<file path="config.mk">
export PLATFORM = sky130hd
export DESIGN_NAME = dmem_arbiter
export DESIGN_NICKNAME = d
export VERILOG_FILES = /design/src/rtl/dmem_arbiter.sv
export SDC_FILE = /design/constraint.sdc
export NUM_CORES = 1
export LEC_CHECK = 0
export ABC_AREA = 1
export BUFFER_PORTS_ARGS = -buffer_cell sky130_fd_sc_hd__buf_2
export CAP_MARGIN = 20
export CORE_AREA = 3 3 227 229
export CTS_CLUSTER_SIZE = 40
export DETAILED_ROUTE_END_ITERATION = 16
export DIE_AREA = 0 0 230 232
export PLACE_DENSITY = 0.55
export SETUP_SLACK_MARGIN = 0.15
export SLEW_MARGIN = 20
export SYNTH_ARGS = -nofsm -noshare
export SYNTH_HDL_FRONTEND = slang
export SYNTH_SLANG_ARGS = --single-unit
</file>
<file path="constraint.sdc">
create_clock -name clk -period 2 [get_ports clk]
set_input_delay 0.4 -clock clk [delete_from_list [all_inputs] [get_ports clk]]
set_output_delay 0.4 -clock clk [all_outputs]
set_load 0.02 [all_outputs]
</file>
<file path="src/rtl/dmem_arbiter.sv">
// Data-memory arbiter: shares one fixed-latency memory port between the
// pipeline memory stage and a DMA/loader master, with DMA starvation relief.
module dmem_arbiter #(
    parameter int LAT        = 2,
    parameter int STARVE_MAX = 4
) (
    input  logic        clk,
    input  logic        rst,
    input  logic        p_req,
    input  logic        p_we,
    input  logic [63:0] p_addr,
    input  logic [63:0] p_wdata,
    output logic [63:0] p_rdata,
    output logic        p_done,
    output logic        stall_m,
    input  logic        d_req,
    input  logic        d_we,
    input  logic [63:0] d_addr,
    input  logic [63:0] d_wdata,
    output logic [63:0] d_rdata,
    output logic        d_done,
    output logic        m_en,
    output logic        m_we,
    output logic [63:0] m_addr,
    output logic [63:0] m_wdata,
    input  logic [63:0] m_rdata,
    output logic        owner
);

    typedef enum logic [1:0] {
        IDLE = 2'd0,
        BUSY = 2'd1,
        RESP = 2'd2
    } state_t;

    state_t      state;
    state_t      state_nxt;
    logic [3:0]  cnt;
    logic [2:0]  starve_cnt;
    logic        lat_we;
    logic        any_req;
    logic        grant_d;
    logic        cnt_zero;
    logic        starved;

    assign any_req  = p_req | d_req;
    assign cnt_zero = (cnt == 4'd0);
    assign starved  = (starve_cnt == 3'(STARVE_MAX));

    // DMA wins when the pipeline is quiet or has hogged the port long enough
    assign grant_d = d_req & (~p_req | starved);

    // Stall the memory stage until its access completes
    assign stall_m = p_req & ~p_done;

    // State register
    always_ff @(posedge clk) begin
        if (rst) begin
            state <= IDLE;
        end else begin
            state <= state_nxt;
        end
    end

    // Next-state: arbitrate in IDLE, count down latency in BUSY, one RESP cycle
    always_comb begin
        state_nxt = state;
        case (state)
            IDLE: begin
                if (any_req) begin
                    state_nxt = BUSY;
                end
            end
            BUSY: begin
                if (cnt_zero) begin
                    state_nxt = RESP;
                end
            end
            RESP:    state_nxt = IDLE;
            default: state_nxt = IDLE;
        endcase
    end

    // Outputs: memory strobes during BUSY, done pulse to the owner in RESP
    always_comb begin
        m_en   = 1'b0;
        m_we   = 1'b0;
        p_done = 1'b0;
        d_done = 1'b0;
        case (state)
            BUSY: begin
                m_en = 1'b1;
                m_we = lat_we & cnt_zero;
            end
            RESP: begin
                p_done = ~owner;
                d_done = owner;
            end
            default: begin
                m_en = 1'b0;
            end
        endcase
    end

    // Datapath: latch the winner, track starvation, capture load data
    always_ff @(posedge clk) begin
        if (rst) begin
            cnt        <= 4'd0;
            starve_cnt <= 3'd0;
            owner      <= 1'b0;
            lat_we     <= 1'b0;
            m_addr     <= 64'd0;
            m_wdata    <= 64'd0;
            p_rdata    <= 64'd0;
            d_rdata    <= 64'd0;
        end else begin
            case (state)
                IDLE: begin
                    if (any_req) begin
                        owner   <= grant_d;
                        lat_we  <= grant_d ? d_we : p_we;
                        m_addr  <= grant_d ? d_addr : p_addr;
                        m_wdata <= grant_d ? d_wdata : p_wdata;
                        cnt     <= 4'(LAT - 1);
                        if (grant_d || !d_req) begin
                            starve_cnt <= 3'd0;
                        end else if (!starved) begin
                            starve_cnt <= starve_cnt + 3'd1;
                        end
                    end
                end
                BUSY: begin
                    if (cnt_zero) begin
                        if (!lat_we) begin
                            if (owner) begin
                                d_rdata <= m_rdata;
                            end else begin
                                p_rdata <= m_rdata;
                            end
                        end
                    end else begin
                        cnt <= cnt - 4'd1;
                    end
                end
                default: begin
                    cnt <= cnt;
                end
            endcase
        end
    end

endmodule

</file>
==> After elaboration in Yosys (flattened, before gate mapping) <==
Cells that the tools add are included.
{ "totals": {"register_bits": 267} }
{ "classes": {"reduce_logical": 11, "bitwise_logic": 9, "mux": 15, "add_sub_neg": 2, "eq_ne": 7} }
{ "op_table": {"columns": ["operator", "count"], "rows": [
  ["two-way mux 64 bit", 2],
  ["two-way mux 4 bit", 2],
  ["one-hot mux 4 bit (2 select lines)", 1],
  ["AND reduction 4 bit", 2],
  ["two-way mux 3 bit", 2],
  ["inequality test 2 bit, second input constant", 3],
  ["AND reduction 3 bit", 2],
  ["two-way mux 1 bit", 5],
  ["zero test 4 bit", 1],
  ["two-way mux 2 bit", 2],
  ["NOT 1 bit", 4],
  ["one-hot mux 2 bit (2 select lines)", 1],
  ["AND reduction 2 bit", 2],
  ["subtractor 4 x 1 -> 4 bit, second input constant", 1],
  ["adder 3 x 1 -> 3 bit, second input constant", 1],
  ["bitwise AND 1 bit", 3],
  ["equality test 3 bit, second input constant", 1],
  ["equality test 2 x 1 -> 1 bit, second input constant", 1],
  ["equality test 2 bit, second input constant", 1],
  ["zero test 2 bit", 1],
  ["inequality test 2 x 1 -> 1 bit, second input constant", 1],
  ["OR 1 bit", 2],
  ["nonzero test 2 bit", 1],
  ["zero test 1 bit", 1],
  ["logical OR 1 bit", 1]
]} }

==> Logic depth before layout (Yosys ltp) <==
{ "depth": {"ltp_word": 6, "mapped_depth": 12} }

==> Worst setup path before layout <==
OpenSTA, ideal clock, no wires.
{ "synth_path": {"kind": "flip-flop to flip-flop", "startpoint": "register cnt[0]", "endpoint": "register p_rdata[60]", "t_required_ps": 1935, "path_slack_ps": 577, "stages_incl_launch_ff": 8, "t_arrival_ps": 1359, "period_less_slack_ps": 1423, "path_cell_list": "dfxtp_1 > inv_1 > ha_1 > nand3_1 > buf_4 > clkbuf_1 > nor3_1 > nor2_1"} }
{ "synth_between": {"elab_chain_len": 2} }
{ "synth_rtl": {"columns": ["element", "line", "rtl"], "rows": [
  ["start, declared", "38", "logic [3:0] cnt;"],
  ["start signal, assigned", "124", "cnt <= 4'(LAT - 1);"],
  ["start signal, assigned", "142", "cnt <= cnt - 4'd1;"],
  ["start signal, assigned", "146", "cnt <= cnt;"],
  ["zero test 4 bit", "47", "assign cnt_zero = (cnt == 4'd0);"],
  ["AND reduction 4 bit (no line)", null, null],
  ["end signal, assigned", "138", "p_rdata <= m_rdata;"],
  ["end, declared", "13", "output logic [63:0] p_rdata,"]
]} }
Every way passes these cells.
A chain may end at the register's enable or synchronous reset.

==> Worst setup path after layout <==
{ "layout_path": {"startpoint": "register state[0]", "endpoint": "output p_done"} }
{ "layout_between": {"elab_chain_len": 2} }
{ "layout_rtl": {"columns": ["element", "line", "rtl"], "rows": [
  ["start, declared", "36", "state_t state;"],
  ["start signal, assigned", "61", "state <= state_nxt;"],
  ["equality test 2 bit", "90", "case (state)"],
  ["two-way mux 1 bit", "90", null],
  ["end, declared", "14", "output logic p_done,"]
]} }
Every way passes these cells.

==> out/metrics.csv <==
stage,metric,value,unit
layout,"leading cell type in the layout, fill and taps excluded",nand2_1,
sta,fin crit share,92.5,%
grt,first-pass GRT wire length,70000,um
floorplanning,Die Y,232,um
power_and_ir_drop,sequential share of power,37.6,%
detailed_routing,Routed Antenna Nets,0,
power_and_ir_drop,internal power,11300,uW
floorplanning,die width,230,um
sta,Finish-stage setup viols,0,
floorplanning,core area,49900,sq um
logic_synthesis,post-synth top area share,48.9,%
clocking,clock buffer count from CTS,31,
power_and_ir_drop,Tot Pwr,16600,uW
logic_synthesis,Mapped Area,10900,sq um
logic_synthesis,Mean Syn Cell Area,6.81,sq um
grt,GRT Total Usage,16.7,%
run,max cap viols,0,
floorplanning,site row count,82,
setup_path,Worst R2R Setup Slack,0.26,ns
floorplanning,initial core utilization,21.9,%
layout,Syn-to-layout area delta,46.7,%
detailed_routing,WL met1,18800,um
detailed_routing,Detailed Routing Iterations Pass 1,7,
detailed_routing,routed wire length,48800,um
sta,min cycle time layout,1.85,ns
setup_path,arrival time worst endpoint,1.45,ns
power_and_ir_drop,Clk pwr share,38.7,%
power_and_ir_drop,Switching Power,5350,uW
layout,Final #Nets,2494,
power_and_ir_drop,peak supply drop,0.614,mV
clocking,clock sinks,267,
grt,vias in the first global route,11900,
detailed_routing,WL/cell,17.0,um
logic_synthesis,Cells after Synth,1606,
sta,Final TNS setup,0,ns
grt,largest net degree at the start of global routing,113,
logic_synthesis,cell taking the most area after synthesis,dfxtp_1,
sta,slew margin rel.,67.2,%
power_and_ir_drop,combinational power share,23.7,%
clocking,CTS Hold Bufs,0,
clocking,worst-skew pair later-pin latency,0.57,ns
logic_synthesis,"FF+latch count, synth",267,
power_and_ir_drop,Static Leakage,0.00874,uW
setup_path,CP endpoint kind,output pin,
grt,GRT overflow,0,
place,GP Congestion,0.927,
detailed_routing,Starting DRT DRC Count,504,
clocking,"Reg clk slew, reported paths",0.06,ns
logic_synthesis,Area contributors post-synth,"dfxtp_1 (49%), nand2_1 (27%), nor3_1 (5.9%), o21ai_0 (4.9%), nor2_1 (4.9%)",
sta,Peak Freq,541,MHz
worst_hold_path,Tightest Hold Check Type,input port to flop,
clocking,H-tree depth,1,
detailed_routing,metal3 WL,4430,um
detailed_routing,vias per cell,4.39,
power_and_ir_drop,PwrDens,1030,nW/um^2
floorplanning,Die ar.,53400,sq um
sta,Fin Clk Skew,0.0114,ns
place,PortBufs,587,
layout,share of layout cells above drive strength 1,32.9,%
sta,worst slew pin tran,0.492,ns
setup_path,startpoint types,flop,
logic_synthesis,Yosys cell types,23,
logic_synthesis,syn_nets,1935,
detailed_routing,Max Used Layer,met5,
sta,final hold vios,0,
floorplanning,# IOs,588,
detailed_routing,via count,12600,
detailed_routing,DRC,0,
sta,RSZ-0062 raised after global routing,yes,
clocking,clock root cell,clkbuf_16,
setup_path,Crit Path Class,flop to output pin,
layout,"commonest cells after routing, fill and taps aside","nand2_1 (785), buf_2 (584), dfxtp_1 (263)",
logic_synthesis,sequential fraction of the synthesis area,48.9,%
setup_path,Crit Path Max Fanout,3,
clocking,CTS Buffer Depth,3,
detailed_routing,Met2 Routed Length,23800,um
grt,antenna violations before repair,24,
setup_path,CP Data Required Time,1.60,ns
logic_synthesis,Synth warnings,0,
power_and_ir_drop,switch share,32.2,%
outcome,status,finished clean,
sta,Max Slew Vio Count,0,
clocking,CTS tree,done,
place,placed wire-length estimate,36200,um
registers in the layout (all words and copies together) (netlist names):
| register | count |
|---|---|
| state | 2 |
| d_rdata | 64 |
| m_wdata | 64 |
| lat_we | 1 |
| p_rdata | 64 |
| owner | 1 |
| cnt | 4 |
| m_addr | 64 |
| starve_cnt | 3 |
cell type report:
type                    instances  area (sq um)
well taps                     672           841
fillers                      5514         33800
repair buffers                636          3570
clock buffers                  35           831
inverters                      13          53.8
diodes                          7          17.5
clock inverters                23           334
multi-input cells            1216          5050
flip-flops and latches        267          5350
cells by family (layout without fill, tap and decap cells):
kind of cell | Yosys count | after routing | share of synthesized area, %
buffers and inverters | 123 | 707 | 5.56
flip-flops | 267 | 267 | 48.9
AO/OA/AOI/OAI | 142 | 142 | 6.55
other | 0 | 7 | 0
XOR/XNOR | 1 | 1 | 0.0801
AND/OR/NAND/NOR | 1070 | 1070 | 38.6
adder cells (fa/ha/maj) | 3 | 3 | 0.343
critical path: stages, from the launching register on:
cell and delay, ns:
dfxtp_1 0.32, inv_2 0.08, nand2_1 0.13, nor2_2 0.16, buf_2 0.19
metal layers:
metal	vias to the layer above	track usage [%]
met4	10	5.94
li1	6169	-
met5	-	0
met3	102	4.92
met2	566	29.3
met1	5739	19.2
Yosys cell counts:
cell	instances
a21oi_1	5
buf_1	1
buf_2	69
buf_4	14
clkbuf_1	24
clkbuf_4	2
dfxtp_1	267
ha_1	3
inv_1	10
inv_2	3
nand2_1	786
nand2_2	2
nand3_1	5
nor2_1	142
nor2_2	2
nor2_4	3
nor3_1	129
o21ai_0	107
o21ai_1	28
o21ai_2	1
o22ai_1	1
or2_2	1
xor2_1	1
path summary, 6_finish.rpt:
path / start / end / depth (start not counted)
setup / recovery: state[0]$_SDFFE_PP0P_ / p_done / 4
hold / removal: m_rdata[12] / d_rdata[12]$_SDFFE_PP0P_ / 3
setup reg to reg: starve_cnt[0]$_SDFFE_PP0P_ / m_addr[20]$_SDFFE_PP0P_ / 12
hold reg to reg: m_wdata[7]$_SDFFE_PP0P_ / m_wdata[7]$_SDFFE_PP0P_ / 2
timing repair:
action,CTS,global route
setup buffers,4,1
gates cloned,0,3
gates resized for setup,17,5
endpoints found under the setup margin,4,29
pin swaps,4,2
per-stage QoR:
stage | setup slack, ns | hold WS (ns) | util (%) | std cells | cell area [sq um]
2_1_floorplan | 0.577 | 0.434 | - | 1606 | 10900
3_3_place_gp | 0.258 | 0.432 | 29.4 | 2796 | 14700
3_5_place_dp | 0.173 | 0.434 | 29.4 | 2796 | 14700
4_1_cts | 0.0832 | 0.0321 | 31.9 | 2858 | 15900
5_1_grt | 0.0691 | 0.0640 | 32.2 | 2866 | 16000
6_report | 0.151 | 0.0785 | 32.2 | 2869 | 16000
power groups by stage:
stage	combinational, uW	clock (uW)	sequential, uW
after floorplan	1500	0	7000
after global placement	3800	0	6330
after detailed placement	3840	0	6330
after CTS	3910	6630	6240
after global routing	4290	6820	6300
final	3930	6430	6240
(Power assumes the default switching activity.)
